===== src/rtl/systolic_sched_if.sv =====
// Bundle between the layer controller / array side and the tile sequencer.
// The master drives requests and array valid flags; the slave (sequencer) drives strobes and enables.
interface systolic_sched_if #(
    parameter int col    = 4,
    parameter int row    = 4,
    parameter int ADDR_W = 10
);
    logic              start;
    logic [ADDR_W-1:0] w_base;
    logic [ADDR_W-1:0] f_base;
    logic [7:0]        num_vec;
    logic [4:0]        weight_dim_in;
    logic              stall;
    logic [col-1:0]    out_en;
    logic              busy;
    logic              done;
    logic              w_rd;
    logic [ADDR_W-1:0] w_addr;
    logic              f_rd;
    logic [ADDR_W-1:0] f_addr;
    logic [col-1:0]    weight_en;
    logic [row-1:0]    in_en;
    logic              conv_ctrl;
    logic [4:0]        weight_dim;

    modport master (
        output start, w_base, f_base, num_vec, weight_dim_in, stall, out_en,
        input  busy, done, w_rd, w_addr, f_rd, f_addr, weight_en, in_en, conv_ctrl, weight_dim
    );

    modport slave (
        input  start, w_base, f_base, num_vec, weight_dim_in, stall, out_en,
        output busy, done, w_rd, w_addr, f_rd, f_addr, weight_en, in_en, conv_ctrl, weight_dim
    );
endinterface


===== src/rtl/systolic_sched.sv =====
// Tile sequencer: loads one weight tile, streams N skewed feature vectors, then waits
// for N result beats from the last array column before pulsing done.
module systolic_sched #(
    parameter int width  = 8,
    parameter int col    = 4,
    parameter int row    = 4,
    parameter int ADDR_W = 10
) (
    input logic             clk,
    input logic             nrst,
    systolic_sched_if.slave bus
);
    localparam int         KW        = $clog2(row) + 1;
    localparam logic [8:0] TLAST_OFS = 9'(row - 2);

    typedef enum logic [2:0] {IDLE, LOAD_W, STREAM, DRAIN, DONE} state_t;

    state_t            state_q;
    logic [KW-1:0]     k_q;
    logic [8:0]        t_q;
    logic              act_q;
    logic [7:0]        n_q;
    logic [7:0]        cnt_q;
    logic [7:0]        cnt_d;
    logic [ADDR_W-1:0] wbase_q;
    logic [ADDR_W-1:0] fbase_q;
    logic [ADDR_W-1:0] w_addr_q;
    logic [ADDR_W-1:0] f_addr_q;
    logic              busy_q;
    logic              done_q;
    logic              w_rd_q;
    logic              f_rd_q;
    logic              conv_q;
    logic [col-1:0]    weight_en_q;
    logic [row-1:0]    in_en_q;
    logic [row-1:0]    in_en_d;
    logic [4:0]        wdim_q;
    logic [8:0]        t_inc;
    logic              unused_ok;

    // Only the last column's valid flag matters; the datapath width is carried for the array.
    assign unused_ok = ^{bus.out_en[col-2:0], 1'(width)};
    assign t_inc     = t_q + 9'd1;

    always_comb begin
        cnt_d = cnt_q;
        if (bus.out_en[col-1] && (cnt_q < n_q)) cnt_d = cnt_q + 8'd1;
        in_en_d = '0;
        for (int r = 0; r < row; r++) begin
            in_en_d[r] = ({1'b0, t_q} >= 10'(r)) && ({1'b0, t_q} < 10'(r) + {2'b00, n_q});
        end
    end

    always_ff @(posedge clk) begin
        if (!nrst) begin
            state_q     <= IDLE;
            k_q         <= '0;
            t_q         <= '0;
            act_q       <= 1'b0;
            n_q         <= '0;
            cnt_q       <= '0;
            wbase_q     <= '0;
            fbase_q     <= '0;
            w_addr_q    <= '0;
            f_addr_q    <= '0;
            busy_q      <= 1'b0;
            done_q      <= 1'b0;
            w_rd_q      <= 1'b0;
            f_rd_q      <= 1'b0;
            conv_q      <= 1'b0;
            weight_en_q <= '0;
            in_en_q     <= '0;
            wdim_q      <= '0;
        end else begin
            // Read data arrives one cycle after each strobe, so enables follow the strobes.
            done_q      <= 1'b0;
            conv_q      <= 1'b0;
            w_rd_q      <= 1'b0;
            f_rd_q      <= 1'b0;
            weight_en_q <= {col{w_rd_q}};
            in_en_q     <= (state_q == STREAM && act_q) ? in_en_d : '0;
            if (state_q == STREAM || state_q == DRAIN) cnt_q <= cnt_d;

            case (state_q)
                IDLE: begin
                    if (bus.start) begin
                        wbase_q <= bus.w_base;
                        fbase_q <= bus.f_base;
                        n_q     <= bus.num_vec;
                        wdim_q  <= bus.weight_dim_in;
                        busy_q  <= 1'b1;
                        cnt_q   <= '0;
                        t_q     <= '0;
                        k_q     <= '0;
                        // An empty tile waits one DRAIN cycle, which exits at once since 0 beats are due.
                        if (bus.num_vec == 8'd0) begin
                            state_q <= DRAIN;
                        end else begin
                            state_q  <= LOAD_W;
                            w_rd_q   <= 1'b1;
                            w_addr_q <= bus.w_base;
                        end
                    end
                end
                LOAD_W: begin
                    if (k_q == KW'(row - 1)) begin
                        state_q  <= STREAM;
                        conv_q   <= 1'b1;
                        t_q      <= '0;
                        act_q    <= 1'b1;
                        f_rd_q   <= 1'b1;
                        f_addr_q <= fbase_q;
                    end else begin
                        k_q      <= k_q + KW'(1);
                        w_rd_q   <= 1'b1;
                        w_addr_q <= wbase_q + ADDR_W'(k_q) + ADDR_W'(1);
                    end
                end
                STREAM: begin
                    // A stalled cycle keeps t; the value already read is not re-issued.
                    if (bus.stall) begin
                        act_q <= 1'b0;
                    end else if (t_q == {1'b0, n_q} + TLAST_OFS) begin
                        state_q <= DRAIN;
                        act_q   <= 1'b0;
                    end else begin
                        t_q   <= t_inc;
                        act_q <= 1'b1;
                        if (t_inc < {1'b0, n_q}) begin
                            f_rd_q   <= 1'b1;
                            f_addr_q <= fbase_q + ADDR_W'(t_inc);
                        end
                    end
                end
                DRAIN: begin
                    if (cnt_d == n_q) begin
                        state_q <= DONE;
                        busy_q  <= 1'b0;
                        done_q  <= 1'b1;
                    end
                end
                DONE: begin
                    state_q <= IDLE;
                end
                default: begin
                    state_q <= IDLE;
                end
            endcase
        end
    end

    assign bus.busy       = busy_q;
    assign bus.done       = done_q;
    assign bus.w_rd       = w_rd_q;
    assign bus.w_addr     = w_addr_q;
    assign bus.f_rd       = f_rd_q;
    assign bus.f_addr     = f_addr_q;
    assign bus.weight_en  = weight_en_q;
    assign bus.in_en      = in_en_q;
    assign bus.conv_ctrl  = conv_q;
    assign bus.weight_dim = wdim_q;
endmodule


===== src/flat_wrapper.sv =====
// flat-port wrapper written by rule: the top's interface ports become plain ports
module systolic_sched_flat 
#(
    parameter int width  = 8,
    parameter int col    = 4,
    parameter int row    = 4,
    parameter int ADDR_W = 10
)
  (clk, nrst, bus_start, bus_w_base, bus_f_base, bus_num_vec, bus_weight_dim_in, bus_stall, bus_out_en, bus_busy, bus_done, bus_w_rd, bus_w_addr, bus_f_rd, bus_f_addr, bus_weight_en, bus_in_en, bus_conv_ctrl, bus_weight_dim);
  systolic_sched_if #(.col(col), .row(row), .ADDR_W(ADDR_W)) bus_i ();
  input logic clk;
  input logic nrst;
  input wire logic [$bits(bus_i.start)-1:0] bus_start;
  input wire logic [$bits(bus_i.w_base)-1:0] bus_w_base;
  input wire logic [$bits(bus_i.f_base)-1:0] bus_f_base;
  input wire logic [$bits(bus_i.num_vec)-1:0] bus_num_vec;
  input wire logic [$bits(bus_i.weight_dim_in)-1:0] bus_weight_dim_in;
  input wire logic [$bits(bus_i.stall)-1:0] bus_stall;
  input wire logic [$bits(bus_i.out_en)-1:0] bus_out_en;
  output wire logic [$bits(bus_i.busy)-1:0] bus_busy;
  output wire logic [$bits(bus_i.done)-1:0] bus_done;
  output wire logic [$bits(bus_i.w_rd)-1:0] bus_w_rd;
  output wire logic [$bits(bus_i.w_addr)-1:0] bus_w_addr;
  output wire logic [$bits(bus_i.f_rd)-1:0] bus_f_rd;
  output wire logic [$bits(bus_i.f_addr)-1:0] bus_f_addr;
  output wire logic [$bits(bus_i.weight_en)-1:0] bus_weight_en;
  output wire logic [$bits(bus_i.in_en)-1:0] bus_in_en;
  output wire logic [$bits(bus_i.conv_ctrl)-1:0] bus_conv_ctrl;
  output wire logic [$bits(bus_i.weight_dim)-1:0] bus_weight_dim;
  assign bus_i.start = bus_start;
  assign bus_i.w_base = bus_w_base;
  assign bus_i.f_base = bus_f_base;
  assign bus_i.num_vec = bus_num_vec;
  assign bus_i.weight_dim_in = bus_weight_dim_in;
  assign bus_i.stall = bus_stall;
  assign bus_i.out_en = bus_out_en;
  assign bus_busy = bus_i.busy;
  assign bus_done = bus_i.done;
  assign bus_w_rd = bus_i.w_rd;
  assign bus_w_addr = bus_i.w_addr;
  assign bus_f_rd = bus_i.f_rd;
  assign bus_f_addr = bus_i.f_addr;
  assign bus_weight_en = bus_i.weight_en;
  assign bus_in_en = bus_i.in_en;
  assign bus_conv_ctrl = bus_i.conv_ctrl;
  assign bus_weight_dim = bus_i.weight_dim;
  systolic_sched #(.width(width), .col(col), .row(row), .ADDR_W(ADDR_W)) u_core (.clk(clk), .nrst(nrst), .bus(bus_i));
endmodule

===== config.mk =====
export PLATFORM = sky130hd
export DESIGN_NAME = systolic_sched_flat
export DESIGN_NICKNAME = d
export VERILOG_FILES = /design/src/rtl/systolic_sched_if.sv /design/src/rtl/systolic_sched.sv /design/src/flat_wrapper.sv
export SDC_FILE = /design/constraint.sdc
export NUM_CORES = 1
export LEC_CHECK = 0
export ABC_AREA = 1
export CAP_MARGIN = 20
export CORE_UTILIZATION = 45
export CTS_CLUSTER_DIAMETER = 30
export DETAILED_ROUTE_END_ITERATION = 7
export GPL_ROUTABILITY_DRIVEN = 0
export PLACE_DENSITY = 0.71
export SLEW_MARGIN = 20
export SYNTH_ARGS = -nofsm -noshare
export SYNTH_HDL_FRONTEND = slang
export SYNTH_SLANG_ARGS = --single-unit

===== constraint.sdc =====
create_clock -name clk -period 6.2 [get_ports clk]
set_input_delay 1.24 -clock clk [delete_from_list [all_inputs] [get_ports clk]]
set_output_delay 1.24 -clock clk [all_outputs]
set_load 0.05 [all_outputs]

* Word-level counts from Yosys, hierarchy flattened
Index checks and enable logic that the tools add are counted.
Word-level totals: input bits 41, memories 0, bits in latches 0, logic and storage cells 120, flip-flop bits (word level) 87, output and inout bits 38, bits in writable memories 0, memory bits (read-only) 0
Cells by class: bitwise operators 0, reduce and logical (&&, ||, !) cells 23, divide/modulo/power cells 0, mux-type cells 45, $add $sub $neg 10, shift operators 0, multipliers 0, equality and inequality tests 15, magnitude comparators 9
Operator list (number):
- $mux 10 | 7
- $pmux 10 s2 | 2
- $mux 9 | 4
- $mux 8 | 4
- $lt 9x10->1 | 3
- $pmux 9 s3 | 1
- $mux 3 | 7
- $add 2x8->9 const A | 2
- $ge 9x2->1 const B | 2
- $lt 9x8->1 | 2
- $ne 2x2->1 const B | 8
- $reduce_and 5->1 | 3
- $mux 1 | 13
- $pmux 3 s4 | 1
- $add 10x1->10 const B | 1
- $add 10x3->10 | 1
- $add 10x9->10 | 1
- $reduce_and 2->1 | 5
- $add 1x8->9 const A | 1
- $add 8x2->9 const B | 1
- $add 9x1->9 const B | 1
- $eq 3x2->1 const B | 3
- $eq 9x9->1 | 1
- $ge 9x1->1 const B | 1
- other kinds (17) | 27

* Longest topological paths before layout
depth after elaboration 6, gate-level depth with buffers 20, gate-level depth less buffers 19

* Worst setup path after synthesis
Ideal clock, no wire load.
path kind reg-to-reg, start point reg u_core.t_q[1], end point reg u_core.f_addr_q[7] (netlist: u_core.bus.f_addr[7]), cell stages (with the launch flop) 18, path buffers 0, period minus slack after synthesis 2625 ps, arrival 2510 ps, required time 6086 ps, library setup time 114 ps, setup slack 3575 ps, cells stage by stage dfxtp_1 ha_1 nand2_1 nor2_2 xor2_1 inv_1 ha_1 nand2_1 o21ai_0 a21o_1 nand2_1 nand2_1 a21oi_1 or2_2 nand3_1 o21ai_0 nor2_1 nor2_1
Between the ends: word-level cells in the longest chain between the ends 6, elaborated cells on any way between the ends 11, classes of those cells add/sub (2); order compare (1); eq/ne (3); mux (4); reduce/logical (1)
RTL lines:
- start, declared | RTL line systolic_sched.sv:20 | logic [8:0] t_q;
- start signal, assigned | RTL line systolic_sched.sv:127 | t_q <= t_inc;
- $add 9x1->9 | RTL line systolic_sched.sv:43 | assign t_inc = t_q + 9'd1;
- $add 10x9->10 | RTL line systolic_sched.sv:131 | f_addr_q <= fbase_q + ADDR_W'(t_inc);
- $mux 10 | RTL line systolic_sched.sv:129 | if (t_inc < {1'b0, n_q}) begin
- $mux 10 | RTL line systolic_sched.sv:123 | end else if (t_q == {1'b0, n_q} + TLAST_OFS) begin
- $mux 10 | RTL line systolic_sched.sv:121 | if (bus.stall) begin
- $pmux 10 s2 | RTL line systolic_sched.sv:84 | case (state_q)
- end signal, assigned | RTL line systolic_sched.sv:112 | f_addr_q <= fbase_q;
- end signal, assigned | RTL line systolic_sched.sv:131
- end, declared | RTL line systolic_sched.sv:28 | logic [ADDR_W-1:0] f_addr_q;
Parallel ways exist; a longest one is shown, timed or not. The select of a mux whose other input is x is not followed. A chain may end at the register's enable or synchronous reset.

* Worst setup path in the final report
start point reg u_core.n_q[5], end point reg u_core.state_q[0]
Between the ends: word-level cells in the longest chain between the ends 6, elaborated cells on any way between the ends 9, classes of those cells add/sub (1); order compare (1); eq/ne (4); mux (1); reduce/logical (2)
RTL lines:
- start, declared | RTL line systolic_sched.sv:22 | logic [7:0] n_q;
- start signal, assigned | RTL line systolic_sched.sv:89 | n_q <= bus.num_vec;
- $lt 8x8->1 | RTL line systolic_sched.sv:47 | if (bus.out_en[col-1] && (cnt_q < n_q)) cnt_d = cnt_q + 8'd1;
- $logic_and 1x1->1 | RTL line systolic_sched.sv:47
- $mux 8 | RTL line systolic_sched.sv:47
- $eq 8x8->1 | RTL line systolic_sched.sv:136 | if (cnt_d == n_q) begin
- $ne 2x2->1 (no line)
- $reduce_and 5->1 (no line) *
- end signal, assigned | RTL line systolic_sched.sv:56 | state_q <= IDLE;
- end signal, assigned | RTL line systolic_sched.sv:137 | state_q <= DONE;
- end signal, assigned | RTL line systolic_sched.sv:143 | state_q <= IDLE;
- end, declared | RTL line systolic_sched.sv:18 | state_t state_q;
Mark *: on every way between the ends. The rest lies on a longest branch, timed or not.

==> impl_metrics.toml <==
[floorplanning]
initial_core_util_pct = 46.9
die-area_sq_mm = 0.0138
fp.dieH_microns = 118
num_rows = 41
die_x_microns = 118
coreArea_sq_mm = 0.0128
pin_count = 79

[placement]
portBuffers = 75
hpwl_mm = 10.7
placed_cell_area_sq_mm = 0.00685

[worst_hold_path]
holdCritPathClass = "reg -> reg"
worstHoldStart = "u_core.bus.w_rd$_SDFF_PN0_"
hold_depth = 2
hold-path-endpoint = "u_core.bus.weight_en[0]$_SDFF_PN0_"

[sta]
final.period_utilization_pct = 52.2
rsz0062_at_grt = "no"
slew_viol_final = 0
tightest_slew_ns = 1.10
final-hold-violation-count = 0
tns_ns = 0
period_minus_slack_ns = 3.24
worst_clock_skew_ns = 0.00738
relSlewSlack_pct = 26.2
timing.fmax_ghz = 0.309
setup_violations = 0

[route]
drtPass1Iterations = 5
drc_errors = 0
wl_mm = 15.2
post_drt_wl_per_cell_microns = 14.3
ant_nets = 0
num_vias = 5658
viasPerCell = 5.30
first_iter_violations = 298

[clock_tree]
cts_made_buffers = 9
post-cts-setup-buffers = 0
clock_path_buffers = 2
cts_hold_buf = 0
clk_pin_slew_ns = 0.07
cts_root_buf = "clkbuf_16"
htree_num_levels = 3
clk_latency_ns = 0.35
cts-resized-gates = 0
cts_tree = "done"
cts_sinks = 87

[synth]
yosysTopAreaCell = "dfxtp_1"
synth.avg_cell_area_sq_um = 7.24
ys_seq_area_share_pct = 29.0
netlist_instances = 831
syn_area_sq_mm = 0.00602
ys_top_cells_by_area = "dfxtp_1, ha_1, nand2_1"
synthTopCellsByCount = "nand2_1, a21oi_1, dfxtp_1"
synth_edf_count = 0
yosysWarnings = 0
synth.most_common_cell = "nand2_1"
synth_seq_cells = 87
synth_cell_types = 46
synth_top_area_share_pct = 29.0
ys.flop_type = "dfxtp_1"
syn-num-nets = 944
ys_async_sr_fraction_pct = 0

[layout]
regArea_sq_mm = 0.00174
n_antenna_cell = 0
syn_to_final_growth_pct = 18.4
finalNetCount = 1003
fillers = 1300
drive_above_1_share_pct = 6.03
multi_input_area_sq_mm = 0.00378
stdcell_area_sq_mm = 0.00712

[pwr]
p_sw_w = 0.00114
combPwrFrac_pct = 48.2
switching_share_pct = 45.9
pwr-share-clk_pct = 20.8
seqPwrFrac_pct = 31.0
p_leak_nw = 3.17
intPower_w = 0.00134
ir_drop_v = 0.000329
power_density_mw_per_mm2 = 347

[critical_path]
reg2reg_setup_slack_ns = 2.96
crit_path_max_fanout = 13
ff2ff_path_depth = 15
regToRegStartpoint = "u_core.n_q[5]$_SDFFE_PN0P_"
cp.required_ns = 6.40
reg2reg_to = "u_core.state_q[0]$_SDFFE_PN0P_"
arrival_ns = 3.44
worstSetupEndpointType = "flip-flop"
worstSetupPathType = "reg -> reg"
start_kind = "flip-flop"

[flow_run]
cap_violations = 0

[grt]
track_usage_pct = 22.6
grt_pass1_wl_mm = 25.3
grt_pass1_vias = 5089
grt_max_degree = 54
antenna_found_initial = 0
grt_overflow = 0

[outcome]
status = "completed"
## routing by layer
layer  vias up  GRT usage [%]  part of all wire, %
li1       2914              -                    -
met1      2587           30.0                   48
met2       139           36.3                   45
met3        18           4.70                  5.2
met4         0           7.61                  1.7
met5         -              0                    0
## cell families (layout without fill, tap and decap cells)
| kind of cell | after synthesis | in the layout | share of synthesized area, % |
|---|---|---|---|
| AO/OA/AOI/OAI | 183 | 183 | 16.8 |
| adder cells (fa/ha/maj) | 72 | 72 | 15.2 |
| AND/OR/NAND/NOR | 336 | 336 | 26.1 |
| buffers and inverters | 122 | 186 | 8.24 |
| XOR/XNOR | 31 | 31 | 4.64 |
| flip-flops | 87 | 87 | 29.0 |
## worst max-delay path, stage by stage, from the launching register on
cell and delay [ns]:
dfxtp_1 0.46, clkinv_1 0.40, ha_1 0.43, a21oi_1 0.13, o21a_1 0.55, nand3_4 0.24, nand2_1 0.14, nand3_1 0.08
nand2_1 0.09, nand2_1 0.07, nor2_2 0.15, nand2_2 0.07, nand2_2 0.07, nand2_1 0.07, nand2_1 0.07, a21oi_1 0.06
## registers in the layout (all words and copies together), names as in the netlist
signal,cells
u_core.act_q,1
u_core.bus.busy,1
u_core.bus.conv_ctrl,1
u_core.bus.done,1
u_core.bus.f_addr,10
u_core.bus.f_rd,1
u_core.bus.in_en,4
u_core.bus.w_addr,10
u_core.bus.w_rd,1
u_core.bus.weight_dim,5
u_core.bus.weight_en,1
u_core.cnt_q,8
u_core.fbase_q,10
u_core.k_q,3
u_core.n_q,8
u_core.state_q,3
u_core.t_q,9
u_core.wbase_q,10
## power by group through the flow
stage / logic, W / clock network (W) / registers, W
after floorplan: 0.000767 / 0 / 0.000894
after global placement: 0.00118 / 0 / 0.000775
after detailed placement: 0.00119 / 0 / 0.000776
after CTS: 0.00120 / 0.000523 / 0.000765
after global routing: 0.00133 / 0.000546 / 0.000778
final: 0.00119 / 0.000515 / 0.000766
## stage by stage
step                hold WS (ns)  setup slack, ns  util, %  cells  total power, W
floorplan                  0.435             3.58        -    831         0.00166
global placement           0.447             2.73     53.4   1051         0.00195
detailed placement         0.444             2.71     53.4   1051         0.00196
CTS                        0.458             2.97     55.6   1067         0.00248
global route               0.489             2.64     55.6   1067         0.00265
finish                     0.464             2.96     55.6   1067         0.00247
## area by class of cell
type,count,area share (%)
Clock inverter,6,0.580
Multi-Input combinational cell,622,53.0
Timing Repair Buffer,78,10.9
Tap cell,172,3.02
Sequential cell,87,24.4
Inverter,92,4.85
Clock buffer,10,3.21
## worst max path at each step
stage | end | cells past startpoint | slack, ns | start
finish | u_core.state_q[0]$_SDFFE_PN0P_ | 15 | 2.96 | u_core.n_q[5]$_SDFFE_PN0P_
global placement | u_core.t_q[1]$_SDFFE_PN0P_ | 4 | 2.73 | nrst
detailed placement | u_core.bus.weight_dim[3]$_SDFFE_PN0P_ | 4 | 2.71 | nrst
floorplan | u_core.bus.f_addr[7]$_SDFFE_PN0P_ | 17 | 3.58 | u_core.t_q[1]$_SDFFE_PN0P_
global route | u_core.state_q[1]$_SDFFE_PN0P_ | 15 | 2.64 | u_core.n_q[5]$_SDFFE_PN0P_
CTS | u_core.state_q[1]$_SDFFE_PN0P_ | 15 | 2.97 | u_core.n_q[5]$_SDFFE_PN0P_
## cells in the final DEF, fill, tap and decap left out, types with 7 or more instances in the layout
master / netlist / layout
nand2_1: 164 / 164
a21oi_1: 87 / 87
dfxtp_1: 87 / 87
inv_1: 85 / 85
clkdlybuf4s50_1: 0 / 75
ha_1: 70 / 70
nor2_1: 56 / 56
nand3_1: 56 / 56
o21ai_0: 53 / 53
xor2_1: 24 / 24
nand4_1: 10 / 10
o21ai_1: 10 / 10
clkbuf_16: 0 / 9
nor4_1: 8 / 8
o211ai_1: 8 / 8
o21a_1: 8 / 8
nand4_2: 7 / 7
nand2_2: 7 / 7
No activity file was read; power rests on OpenSTA's default activity.
==> variant (config.mk and constraints unchanged) <==
The 5 states of `state_t` get a Gray code encoding in 3 bits.
--- a/src/rtl/systolic_sched.sv
+++ b/src/rtl/systolic_sched.sv
@@ -13,7 +13,7 @@
     localparam int         KW        = $clog2(row) + 1;
     localparam logic [8:0] TLAST_OFS = 9'(row - 2);
 
-    typedef enum logic [2:0] {IDLE, LOAD_W, STREAM, DRAIN, DONE} state_t;
+    typedef enum logic [2:0] {IDLE = 3'b000, LOAD_W = 3'b001, STREAM = 3'b011, DRAIN = 3'b010, DONE = 3'b110} state_t;
 
     state_t            state_q;
     logic [KW-1:0]     k_q;
Formal check against the unedited RTL: no difference found for any inputs over 10 cycles, from zero or initial values and one cycle with nrst low; not proved beyond that.
==> variant against the original RTL <==
- critical endpoint is now u_core.state_q[1]
- die area shrank 1.9%
- clock power up 4.7%
- global-route usage up 1.2 points
- core utilization shrank 0.44 points
- power grew 14%
- setup slack worse by 0.0095 ns
- via count decreased by 2.2%
- sequential cell count stayed put
- clock skew is 0.0012 ns higher
- highest routed layer unchanged
- non-clock buffer count fell by 2
- sequential share of layout area up 0.39 points
- cell area down 1.6%
- synthesized area down 2.0%
- wire length fell by 2.9%
==> variant: results (changes against the original RTL) <==
- Synth Area in XOR/XNOR: 0.0547 (+0.00836)
- Slowest cell on crit path: dfxtp_1
- Clock buffer count: 13 (+3)
- CP max FO: 11 (-2)
- Largest net degree at the start of global routing: 60 (+11%)
- Seq. pwr: 0.826 mW (+7.8%)
- Clock Power: 0.539 mW (+4.7%)
- Global-route wire length before repair: 25200 um (-0.11%)
- N_diodes: 0 (unchanged)
- Final non-clock buffer share: 0.107 (-0.00111)
- Most frequent cells after synthesis: nand2_1, inv_1, nor2_1
- # fillers: 1243 (-4.4%)
- GR Layer Usage met1: 0.322 (+0.0222)
- Sequential share of the synthesized area: 0.295 (+0.00584)
- Met2 WL: 6640 um (-3.6%)
- Met2 GRT Util: 0.375 (+0.0119)
- Reg-to-Reg Start: u_core.n_q[5]
- M3 GR Usage: 0.0431 (-0.00392)
- Syn_nets: 939 (-0.53%)
- Fin nets: 997 (-0.60%)
- Routed vias/inst: 5.22 (-1.6%)
- Adder-Cell Fraction of Synth Area: 0.155 (+0.00307)
- Post-DP HPWL: 10500 um (-2.0%)
- Gr usage total: 0.238 (+0.0116)
- Worst Tran Pin Value: 0.867 ns (-0.232 ns)
- Vias: 5536 (-2.2%)
- FFs w/ async S/R, synth: 0 (unchanged)
- Worst EP arrival: 3.49 ns (+0.05 ns)
- Placed cell count: 1045 (-0.57%)
- Worst reg2reg endpoint: u_core.state_q[1]
- Clock skew: 0.00857 ns (+0.00119 ns)
- Multi-input logic cell count: 608 (-2.3%)
- Synth Flop Type: dfxtp_1
- Clock-cell share: 0.0405 (+0.00257)
- Fraction of layout cells with a size suffix above 1: 0.0427 (-0.0176)
- Outcome: finished clean
- Clock sink count: 87 (unchanged)
- Area post-placement: 6730 um2 (-1.8%)
- Max VDD drop: 0.287 mV (-13%)
- R2R setup slack: 2.95 ns (about the same)
- Syn_area_per_cell: 7.14 um2 (-1.4%)
- Initial DRC Count: 265 (-11%)
- CP max stage delay: 0.48 ns (-0.07 ns)
- Vias in the first global route: 5294 (+4.0%)
- Compound-gate portion of the synthesized area: 0.169 (+0.000629)
- Leakage Power: 3.21 nW (+1.3%)
- Inverters: 102 (+11%)
- Area occupied by multi-input gates: 3630 um2 (-3.8%)
- Switch Pwr: 1.33 mW (+17%)
- Met3 wire len: 832 um (+5.6%)
- DRT met1 WL: 7070 um (-3.0%)
- Routed WL: 14800 um (-2.9%)
- Seq/total area: 0.248 (+0.00393)
- Synth cell types: 44 (-4.3%)
- Signal buffers: 76 (-2.6%)
- Area added between synthesis and finish: 18.9%
variant: cell types whose count changed after synthesis, sizes merged, moves of 4 or more:
| cell | unedited run | this run |
|---|---|---|
| nor2 | 63 | 100 |
| a21oi | 87 | 69 |
| xor2 | 24 | 30 |
| nand2 | 172 | 153 |
| inv | 89 | 99 |
| nor4 | 9 | 5 |
| o21ai | 63 | 77 |
| nand3 | 59 | 34 |
variant: stage by stage:
| stage | worst slack [ns] | power, mW | hold WS (ns) |
|---|---|---|---|
| after floorplan | 3.61 | 1.91 | 0.435 |
| after global placement | 2.64 | 2.25 | 0.452 |
| after detailed placement | 2.60 | 2.27 | 0.451 |
| after CTS | 2.96 | 2.82 | 0.465 |
| after global routing | 2.53 | 3.05 | 0.494 |
| final | 2.95 | 2.81 | 0.467 |
variant: worst max path at each step:
| stage | slack, ns | from | to |
|---|---|---|---|
| floorplan | 3.61 | u_core.t_q[1] | u_core.bus.f_addr[7] |
| global placement | 2.64 | bus_start | u_core.bus.w_addr[8] |
| detailed placement | 2.60 | bus_start | u_core.bus.w_addr[8] |
| CTS | 2.96 | bus_start | u_core.bus.w_addr[8] |
| global route | 2.53 | u_core.n_q[4] | u_core.bus.f_addr[7] |
| finish | 2.95 | u_core.n_q[5] | u_core.state_q[1] |
variant: worst min-delay path, stage by stage, from the launching register on:
cell	delay, ns
dfxtp_1	0.33
nand2_1	0.07
inv_1	0.03
variant: cell families (layout without fill, tap and decap cells):
family,Yosys count,after routing
buffers and inverters,131,194
adder cells (fa/ha/maj),72,72
AND/OR/NAND/NOR,321,321
flip-flops,87,87
AO/OA/AOI/OAI,179,179
XOR/XNOR,36,36
